**src/rtl/roll_sequencer_pkg.sv**
```systemverilog
// Shared encodings and helpers for the roll sequencer: FSM state codes,
// display range limits and the interval arithmetic.
package roll_sequencer_pkg;

    localparam int VAL_W = 7;
    localparam int IVL_W = 32;
    localparam logic [VAL_W-1:0] MAX_DISPLAY = 7'd99;

    typedef enum logic [1:0] {
        ST_IDLE = 2'd0,
        ST_ROLL = 2'd1,
        ST_SLOW = 2'd2,
        ST_HOLD = 2'd3
    } state_e;

    // Out-of-range bounds (0 or above 99) fall back to the full display range.
    function automatic logic [VAL_W-1:0] eff_bound(input logic [VAL_W-1:0] mx);
        if (mx != '0 && mx <= MAX_DISPLAY) begin
            return mx;
        end
        return MAX_DISPLAY;
    endfunction

    function automatic logic [IVL_W-1:0] dbl_sat(input logic [IVL_W-1:0] x);
        return x[IVL_W-1] ? '1 : {x[IVL_W-2:0], 1'b0};
    endfunction

endpackage

```
**src/rtl/roll_sequencer_key_debounce.sv**
```systemverilog
// Raw pushbutton front end: 2-FF synchronizer, stable-level debounce and a
// single-cycle pulse on each accepted press (debounced 1 -> 0).
module key_debounce #(
    parameter int DEBOUNCE_CYC = 1000000
) (
    input  logic clk,
    input  logic rst_n,
    input  logic key_i,
    output logic press_o
);

    localparam int CW = $clog2(DEBOUNCE_CYC + 1);

    logic          sync1_q, sync2_q;
    logic          level_q, level_d;
    logic          press_q, press_d;
    logic [CW-1:0] cnt_q, cnt_d;

    always_ff @(posedge clk or negedge rst_n) begin
        if (!rst_n) begin
            sync1_q <= 1'b1;
            sync2_q <= 1'b1;
            level_q <= 1'b1;
            press_q <= 1'b0;
            cnt_q   <= '0;
        end else begin
            sync1_q <= key_i;
            sync2_q <= sync1_q;
            level_q <= level_d;
            press_q <= press_d;
            cnt_q   <= cnt_d;
        end
    end

    // Counter tracks consecutive samples that disagree with the accepted level;
    // any agreeing sample restarts it.
    always_comb begin
        level_d = level_q;
        press_d = 1'b0;
        cnt_d   = '0;
        if (sync2_q != level_q) begin
            if (cnt_q == CW'(DEBOUNCE_CYC - 1)) begin
                level_d = sync2_q;
                press_d = ~sync2_q;
            end else begin
                cnt_d = cnt_q + 1'b1;
            end
        end
    end

    assign press_o = press_q;

endmodule

```
**src/rtl/roll_sequencer.sv**
```systemverilog
// Roll/clear control for the random display path: runs the LFSR while rolling,
// rejection-samples the random word and slows the update rate before locking.
module roll_sequencer
    import roll_sequencer_pkg::*;
#(
    parameter int DEBOUNCE_CYC = 1000000,
    parameter int FAST_DIV     = 2500000,
    parameter int ROLL_STEPS   = 20,
    parameter int SLOW_STEPS   = 5,
    parameter int RW           = 8
) (
    input  logic             clk,
    input  logic             rst,
    input  logic             key_roll,
    input  logic             key_clear,
    input  logic [RW-1:0]    rand_in,
    input  logic [VAL_W-1:0] max_val,
    output logic             lfsr_en,
    output logic             upd_stb,
    output logic [VAL_W-1:0] value,
    output logic             busy,
    output logic             done,
    output logic [1:0]       state_o
);

    localparam int STEP_MAX = (ROLL_STEPS > SLOW_STEPS) ? ROLL_STEPS : SLOW_STEPS;
    localparam int STEP_W   = $clog2(STEP_MAX + 1);
    localparam logic [IVL_W-1:0] FAST_IVL = IVL_W'(FAST_DIV);

    state_e             state_q, state_d;
    logic [VAL_W-1:0]   value_q, value_d;
    logic               upd_stb_q, upd_stb_d;
    logic               pending_q, pending_d;
    logic [IVL_W-1:0]   cnt_q, cnt_d;
    logic [IVL_W-1:0]   ivl_q, ivl_d;
    logic [STEP_W-1:0]  step_q, step_d;

    logic               roll_p, clear_p;
    logic [VAL_W-1:0]   cand;
    logic               cand_ok;
    logic               expired;
    logic [IVL_W-1:0]   ivl_dbl;
    logic               unused_rand;

    key_debounce #(.DEBOUNCE_CYC(DEBOUNCE_CYC)) u_roll_key (
        .clk     (clk),
        .rst_n   (rst),
        .key_i   (key_roll),
        .press_o (roll_p)
    );

    key_debounce #(.DEBOUNCE_CYC(DEBOUNCE_CYC)) u_clear_key (
        .clk     (clk),
        .rst_n   (rst),
        .key_i   (key_clear),
        .press_o (clear_p)
    );

    assign cand        = rand_in[VAL_W-1:0];
    assign unused_rand = ^rand_in[RW-1:VAL_W];
    assign cand_ok     = (cand != '0) && (cand <= eff_bound(max_val));
    assign expired     = pending_q || (cnt_q == '0);
    assign ivl_dbl     = dbl_sat(ivl_q);

    always_ff @(posedge clk or negedge rst) begin
        if (!rst) begin
            state_q   <= ST_IDLE;
            value_q   <= '0;
            upd_stb_q <= 1'b0;
            pending_q <= 1'b0;
            cnt_q     <= '0;
            ivl_q     <= '0;
            step_q    <= '0;
        end else begin
            state_q   <= state_d;
            value_q   <= value_d;
            upd_stb_q <= upd_stb_d;
            pending_q <= pending_d;
            cnt_q     <= cnt_d;
            ivl_q     <= ivl_d;
            step_q    <= step_d;
        end
    end

    always_comb begin
        state_d   = state_q;
        value_d   = value_q;
        upd_stb_d = 1'b0;
        pending_d = pending_q;
        cnt_d     = cnt_q;
        ivl_d     = ivl_q;
        step_d    = step_q;
        if (clear_p) begin
            state_d   = ST_IDLE;
            value_d   = '0;
            upd_stb_d = 1'b1;
            pending_d = 1'b0;
            cnt_d     = '0;
            step_d    = '0;
        end else begin
            case (state_q)
                ST_IDLE, ST_HOLD: begin
                    if (roll_p) begin
                        state_d   = ST_ROLL;
                        cnt_d     = FAST_IVL;
                        ivl_d     = FAST_IVL;
                        step_d    = '0;
                        pending_d = 1'b0;
                    end
                end
                ST_ROLL, ST_SLOW: begin
                    if (cnt_q != '0) begin
                        cnt_d = cnt_q - 1'b1;
                    end
                    pending_d = expired;
                    // An expired interval waits (pending) until a candidate passes the check.
                    if (expired && cand_ok) begin
                        value_d   = cand;
                        upd_stb_d = 1'b1;
                        pending_d = 1'b0;
                        step_d    = step_q + 1'b1;
                        if (state_q == ST_ROLL) begin
                            if (step_q == STEP_W'(ROLL_STEPS - 1)) begin
                                state_d = ST_SLOW;
                                step_d  = '0;
                                ivl_d   = dbl_sat(FAST_IVL);
                                cnt_d   = dbl_sat(FAST_IVL);
                            end else begin
                                cnt_d = FAST_IVL;
                            end
                        end else begin
                            ivl_d = ivl_dbl;
                            cnt_d = ivl_dbl;
                            if (step_q == STEP_W'(SLOW_STEPS - 1)) begin
                                state_d = ST_HOLD;
                                step_d  = '0;
                            end
                        end
                    end
                end
                default: state_d = ST_IDLE;
            endcase
        end
    end

    assign lfsr_en = (state_q == ST_ROLL) || (state_q == ST_SLOW);
    assign busy    = lfsr_en;
    assign done    = (state_q == ST_HOLD);
    assign upd_stb = upd_stb_q;
    assign value   = value_q;
    assign state_o = state_q;

endmodule

```
**config.mk**
```make
export PLATFORM = sky130hd
export DESIGN_NAME = roll_sequencer
export DESIGN_NICKNAME = d
export VERILOG_FILES = /design/src/rtl/roll_sequencer_pkg.sv /design/src/rtl/roll_sequencer_key_debounce.sv /design/src/rtl/roll_sequencer.sv
export SDC_FILE = /design/constraint.sdc
export NUM_CORES = 1
export LEC_CHECK = 0
export CORE_MARGIN = 8
export CORE_UTILIZATION = 35
export CTS_BUF_LIST = sky130_fd_sc_hd__clkbuf_8
export CTS_CLUSTER_DIAMETER = 60
export DETAILED_ROUTE_END_ITERATION = 8
export PLACE_DENSITY = 0.58
export SYNTH_ARGS = -nofsm -noshare
export SYNTH_HDL_FRONTEND = slang
export SYNTH_SLANG_ARGS = --single-unit
```
**constraint.sdc**
```tcl
create_clock -name clk -period 2.4 [get_ports clk]
set_input_delay 0.6 -clock clk [delete_from_list [all_inputs] [get_ports clk]]
set_output_delay 0.6 -clock clk [all_outputs]
set_load 0.005 [all_outputs]
```
==> results of run 1 <==
[metrics by stage]
step / TNS (ns) / worst slack (ns) / utilization (%)
2_1_floorplan: -49.05 / -0.734 / -
3_3_place_gp: -103.75 / -1.43 / 42.8
3_5_place_dp: -108.78 / -1.54 / 42.8
4_1_cts: -47.32 / -0.673 / 47.7
5_1_grt: -54.86 / -0.774 / 48.1
6_report: -46.02 / -0.668 / 48.1
[state kept, by name, summed over array words and instances (netlist names), 2 cells and up]
signal and flops:
cnt_q 32, step_q 5, value 7, state_o 2, ivl_q 32, u_clear_key.cnt_q 20, u_roll_key.cnt_q 20
[worst reg2reg max path, cell delays in order (launching register included)]
cell,delay [ns]
dfrtp_1,0.39
or4_4,0.56
buf_4,0.17
nor4_1,0.25
nand4_1,0.20
a211oi_2,0.26
buf_4,0.16
nor2_4,0.05
buf_12,0.13
buf_16,0.14
o221ai_4,0.15
o22ai_1,0.08
[power by group]
part / switching (W) / internal [W]
Combinational: 0.000806 / 0.000875
Sequential: 0.000181 / 0.00241
Clock: 0.000904 / 0.00116
Total: 0.00189 / 0.00444
[layout by cell type (no fill, tap or decap), types with 6 or more instances in the layout]
cell type	instances
nand3_1	27
a21o_1	8
clkdlybuf4s50_1	22
a32o_1	7
nand4_1	12
xnor2_1	19
o41ai_2	6
ha_1	14
or3_1	6
o21ai_1	25
dfrtp_1	122
buf_12	11
nor3_1	17
o21ai_0	17
a22o_1	11
mux2i_1	6
nor2_1	99
xor2_1	25
o21bai_1	7
dfstp_2	6
nand2_1	50
clkbuf_8	18
buf_6	14
a21oi_2	11
and3_1	10
inv_1	17
o22ai_1	8
nor2_4	6
buf_4	98
a21oi_1	23
[timing repair]
| item | in CTS | in global routing |
|---|---|---|
| endpoints found under the setup margin | 82 | 82 |
| buffers inserted | 16 | 1 |
| hold buffers | 0 | 0 |
| pin swaps | 24 | 11 |
| gates cloned | 3 | 2 |
| gates resized for setup | 92 | 10 |
[synthesized netlist by cell type, drive strengths merged (6+ instances only)]
master	n
dfrtp	122
nor2	110
nand2	56
o21ai	48
a21oi	36
nand3	30
buf	25
nor3	25
xor2	25
inv	19
xnor2	19
clkbuf	15
ha	15
a22o	12
nand4	12
and3	11
a21o	9
o22ai	9
o41ai	8
or3	8
a32o	7
nor4	7
o21bai	7
dfstp	6
mux2i	6
[kinds of logic after synthesis]
| logic type | Yosys count | synth area share, % |
|---|---|---|
| AO/OA/AOI/OAI | 171 | 16.9 |
| XOR/XNOR | 44 | 5.68 |
| adder cells (fa/ha/maj) | 15 | 2.77 |
| flip-flops | 128 | 47.3 |
| AND/OR/NAND/NOR | 296 | 21.7 |
| multiplexers | 8 | 1.22 |
| buffers and inverters | 59 | 4.44 |
[cell type report]
cell class | count | area, um2
well taps | 265 | 332
flip-flops and latches | 128 | 3210
clock inverters | 14 | 188
repair buffers | 156 | 1520
inverters | 19 | 76.3
fillers | 1819 | 9990
clock buffers | 18 | 248
multi-input cells | 534 | 3710
[worst min-delay path by stage]
stage	startpoint	end	slack (ns)
floorplan	rst	cnt_q[0]	0.30
global placement	u_roll_key.sync1_q	u_roll_key.sync2_q	0.35
detailed placement	u_roll_key.sync1_q	u_roll_key.sync2_q	0.35
CTS	rst	ivl_q[18]	0.01
global route	rst	ivl_q[18]	0.03
finish	rst	ivl_q[18]	0.04
[layer usage]
layer  track usage, %  up-vias  wire, um
met5                0        -         0
met4             5.96        0       388
met3             3.74       33      1010
met2             26.3      144      8980
met1             20.1     2876      8420
li1                 -     2852         -
==> results.toml, run 1 <==
[global_route]
grt_overflow = 0
grt_start_max_net_pins = 51
grt_antenna_before_repair = 0
grt_first_pass_wirelength_um = 30600
first_global_vias = 5992
grt_usage_pct = 16.0

[clock_network]
worstSkewPairLatency_ns = 0.45
clock-sinks = 128
cts_root_buf = "clkbuf_8"
cts_tree = "yes"
clk_pin_slew_ns = 0.08
clockBufferDepth = 2
cts_buffers = 17
htreeDepth = 4

[run]
maxCapViolCount = 0

[timing]
fin_crit_ns = 3.07
layout_setup_ws_ns = -0.668
whs_ns = 0.0357
fmax_ghz = 0.326
maxSlewHeadroom_pct = 70.6
slew_viol_final = 0
worst_clock_skew_ns = 0.00865
rsz0062_at_grt = "yes"
worstMarginPinSlew_ns = 0.434
finalCritPeriodShare_pct = 128
setup_viol = 80
hold_viol = 0

[yosys]
ys.flop_type = "dfrtp_1"
syn_area_per_cell_um2 = 9.41
synth_top_cell_by_area = "dfrtp_1"
synth_edf_count = 0
synth_cells = 721
ys_seq_elements = 128
async_reset_ff_share_pct = 100
synth_area_leaders = "dfrtp_1 (45%), nor2_1 (6.1%), o21ai_0 (3.4%)"
synth_top_area_share_pct = 45.0
synth.cell_area_um2 = 6790
yosysUniqueCellTypes = 77
yosysSeqAreaShare_pct = 47.3
yosys_warnings = 0
synthesis.nets = 755

[floorplanning]
core-area_um2 = 19300
die_h_um = 155
dieArea_um2 = 24100
ios = 32
die_width_um = 155
start_util_pct = 35.2
fp-row-count = 51

[placed_design]
io_buffer_count = 30
place_area_um2 = 8260
dp.cells = 1081
routabilityCongestion = 0.812
dp_hpwl_um = 12500

[layout]
drive_gt1_share_pct = 29.6
layout.cells.non_filler = 1134
area_growth_pct = 36.7
finalNetCount = 890
finish.instance_area_um2 = 9280
diodes = 0

[power_and_ir_drop]
leakage_nw = 4.21
peakVddDrop_mv = 0.424
power_density_nw_per_um2 = 682
finalPower_w = 0.00633

[setup_path]
worst-r2r-setup-slack_ns = -0.25
cp-startpoint = "max_val[0]"
reg2reg_depth = 11
crit_path_max_fanout = 8
crit_path_max_incr_delay_ns = 0.53
worstSetupPathType = "in -> reg"
setup.worst_path.end_class = "flip-flop"
worst_ep_arrival_time_ns = 3.41
start_kind = "input port"
cp-endpoint = "cnt_q[1]"
r2r_end = "cnt_q[0]"
critical_path.cell_chain = "buf_6 -> or4_4 -> o41ai_4 -> nor2_1 -> ha_1 -> nand4_1 -> buf_4 -> o22ai_2 -> buf_6 -> and3_4 -> buf_12 -> buf_4 -> nand2_1 -> a32o_1"
timing.rr.start = "cnt_q[8]"
cp_top_family = "simple AND/OR/NAND/NOR gates"
slowest_stage = "or4_4"
worst-path-buf-inv = 5
required_ns = 2.74
cp_num_cells = 14

[route]
vias_per_cell = 5.21
vias = 5905
totalWireLength_um = 18800
drt_iter0_drc = 352
firstDrtPassIters = 5
remaining_drc_errors = 0
wl_per_cell_um = 16.6
antenna_left = 0

[status]
status = "finished with violations"
violations = "setup timing"

[worst_hold_path]
holdCritPathClass = "in -> async"
(Power assumes the default switching activity.)
==> inputs of run 2 (changes only) <==
--- a/config.mk
+++ b/config.mk
@@ -10,7 +10,7 @@
 export CTS_BUF_LIST = sky130_fd_sc_hd__clkbuf_8
 export CTS_CLUSTER_DIAMETER = 60
 export DETAILED_ROUTE_END_ITERATION = 8
-export PLACE_DENSITY = 0.58
+export PLACE_DENSITY = 0.62
 export SYNTH_ARGS = -nofsm -noshare
 export SYNTH_HDL_FRONTEND = slang
 export SYNTH_SLANG_ARGS = --single-unit
==> run 2 against run 1 <==
Net effect: the run still ends with setup timing left; total power increased by 3.0%; clock power grew 8%; cell count rose by 1.1%; via count is 1.9% higher; routed wire length grew 1.8%; worst setup slack improved by 0.088 ns; critical path type unchanged; critical endpoint is now cnt_q[20].
==> results.toml, run 2 (synthesis results as in run 1) <==
[status]
status = "finished with violations"
violations = "setup timing"

[clock_network]
cts_tree = "yes"
clk_pin_slew_ns = 0.08
worstSkewPairLatency_ns = 0.47
clockBufferDepth = 2
htreeDepth = 4
cts_hold_buf = 0
cts_buffers = 17
cts_root_buf = "clkbuf_8"
clock-sinks = 128

[route]
remaining_drc_errors = 0
wl_per_cell_um = 16.7
vias = 6020
antenna_left = 0
drt_iter0_drc = 283
firstDrtPassIters = 6
vias_per_cell = 5.25
totalWireLength_um = 19100

[timing]
finalCritPeriodShare_pct = 124
fmax_ghz = 0.336
layout_setup_ws_ns = -0.580
worst_clock_skew_ns = 0.0125
fin_crit_ns = 2.98
rsz0062_at_grt = "yes"
maxSlewHeadroom_pct = 51.2
whs_ns = 0.0913
worstMarginPinSlew_ns = 0.726
finalSetupTns_ns = -38.25
setup_viol = 80
hold_viol = 0
slew_viol_final = 0

[floorplanning]
die_h_um = 155
ios = 32
die_width_um = 155
start_util_pct = 35.2
fp-row-count = 51
core-area_um2 = 19300
dieArea_um2 = 24100

[setup_path]
cp-startpoint = "max_val[6]"
crit_path_max_fanout = 7
worst_ep_arrival_time_ns = 3.34
setup.worst_path.end_class = "flip-flop"
start_kind = "input port"
worstSetupPathType = "in -> reg"
timing.rr.start = "cnt_q[1]"
required_ns = 2.76

[global_route]
grt_first_pass_wirelength_um = 31200
grt_overflow = 0
grt_usage_pct = 16.3
first_global_vias = 5998
grt_antenna_before_repair = 0
grt_start_max_net_pins = 52

[run]
maxCapViolCount = 0

[layout]
final_common_cell = "dfrtp_1"
fillers = 1780
area_growth_pct = 41.7
multi_input_area_um2 = 3910
finalNetCount = 903
seq_area_um2 = 3210
drive_gt1_share_pct = 33.8
fin_util_pct = 49.9
final_cell_mix = "dfrtp_1 (122), buf_4 (98), nor2_1 (94), nand2_1 (45), nand3_1 (28)"
diodes = 0
reg.largest.list = "cnt_q x32, ivl_q x32"

[power_and_ir_drop]
leakage_nw = 4.32
finalPower_w = 0.00652
peakVddDrop_mv = 0.487
power_density_nw_per_um2 = 678

[placed_design]
routabilityCongestion = 0.841
pre_cts_ws_ns = -1.53
io_buffer_count = 30
dp_hpwl_um = 12700

[worst_hold_path]
holdCritPathClass = "in -> async"
-- run 2: cell count changes in the layout (fill, tap and decap cells not counted), moves of 4 or more --
cell / before / now
a21oi_1: 23 / 12
a21oi_2: 11 / 22
buf_6: 14 / 27
clkinv_2: 5 / 0
nand2_1: 50 / 45
nor2_1: 99 / 94
nor2_2: 5 / 1
nor2_4: 6 / 15
o21ai_1: 25 / 18
o21ai_2: 5 / 9
o22ai_1: 8 / 4
-- run 2: layout make-up --
type / count / share of cell area, %
multi-input combinational: 534 / 40.6
clock buffer: 17 / 2.43
timing repair buffer: 169 / 17.0
tap: 265 / 3.45
clock inverter: 15 / 2.41
sequential: 128 / 33.4
inverter: 19 / 0.768
-- run 2: worst max-delay path: stages --
cell       delay (ns)
buf_6            0.09
or4_4            0.53
o41ai_4          0.28
nor2_1           0.08
ha_1             0.32
nand4_1          0.13
a21oi_2          0.19
o22ai_4          0.14
a211oi_4         0.34
or2_4            0.21
buf_12           0.14
buf_8            0.13
buf_6            0.10
o2bb2ai_2        0.05
-- run 2: where the power goes --
group / total, W / switching (W) / internal, W / leakage [nW]
combinational: 0.00170 / 0.000824 / 0.000874 / 2.41
clock: 0.00222 / 0.000971 / 0.00125 / 0.233
sequential: 0.00260 / 0.000190 / 0.00241 / 1.67
-- run 2: path summary, 6_finish.rpt --
path | end | slack (ns) | depth (start not counted)
setup / recovery | cnt_q[20] | -0.58 | 14
hold / removal | ivl_q[24] | 0.09 | 1
setup reg to reg | cnt_q[18] | -0.29 | 10
hold reg to reg | u_clear_key.sync2_q | 0.36 | 0
max in group asynchronous | u_roll_key.sync1_q | 1.67 | 2
min in group clk | u_clear_key.sync2_q | 0.36 | 0
-- run 2: repair_timing --
action / CTS / global route
hold endpoints to repair: 0 / 0
cloned: 1 / 0
setup buffers: 14 / 6
gates resized for setup: 127 / 36
endpoints found under the setup margin: 82 / 81
pin swaps: 52 / 39
-- run 2: per-layer routing --
layer	up-vias	GRT usage (%)	share of wire (%)
met5	-	0	0
met2	123	26.7	48
met3	45	3.66	4.0
li1	2881	-	-
met4	0	6.10	2.9
met1	2971	20.7	45
-- run 2: through the flow --
step / instances / cell area (um2)
4_1_cts: 1142 / 9430
5_1_grt: 1147 / 9620
3_5_place_dp: 1095 / 8410
3_3_place_gp: 1095 / 8410
6_report: 1147 / 9620
2_1_floorplan: 721 / 7030
==> inputs of run 3 (changes only) <==
--- a/config.mk
+++ b/config.mk
@@ -10,6 +10,7 @@
 export CTS_BUF_LIST = sky130_fd_sc_hd__clkbuf_8
 export CTS_CLUSTER_DIAMETER = 60
 export DETAILED_ROUTE_END_ITERATION = 8
+export GPL_ROUTABILITY_DRIVEN = 0
 export PLACE_DENSITY = 0.62
 export SYNTH_ARGS = -nofsm -noshare
 export SYNTH_HDL_FRONTEND = slang
==> results of run 3 <==
No change in the layout: final DEF, timing and power equal those of run 2.
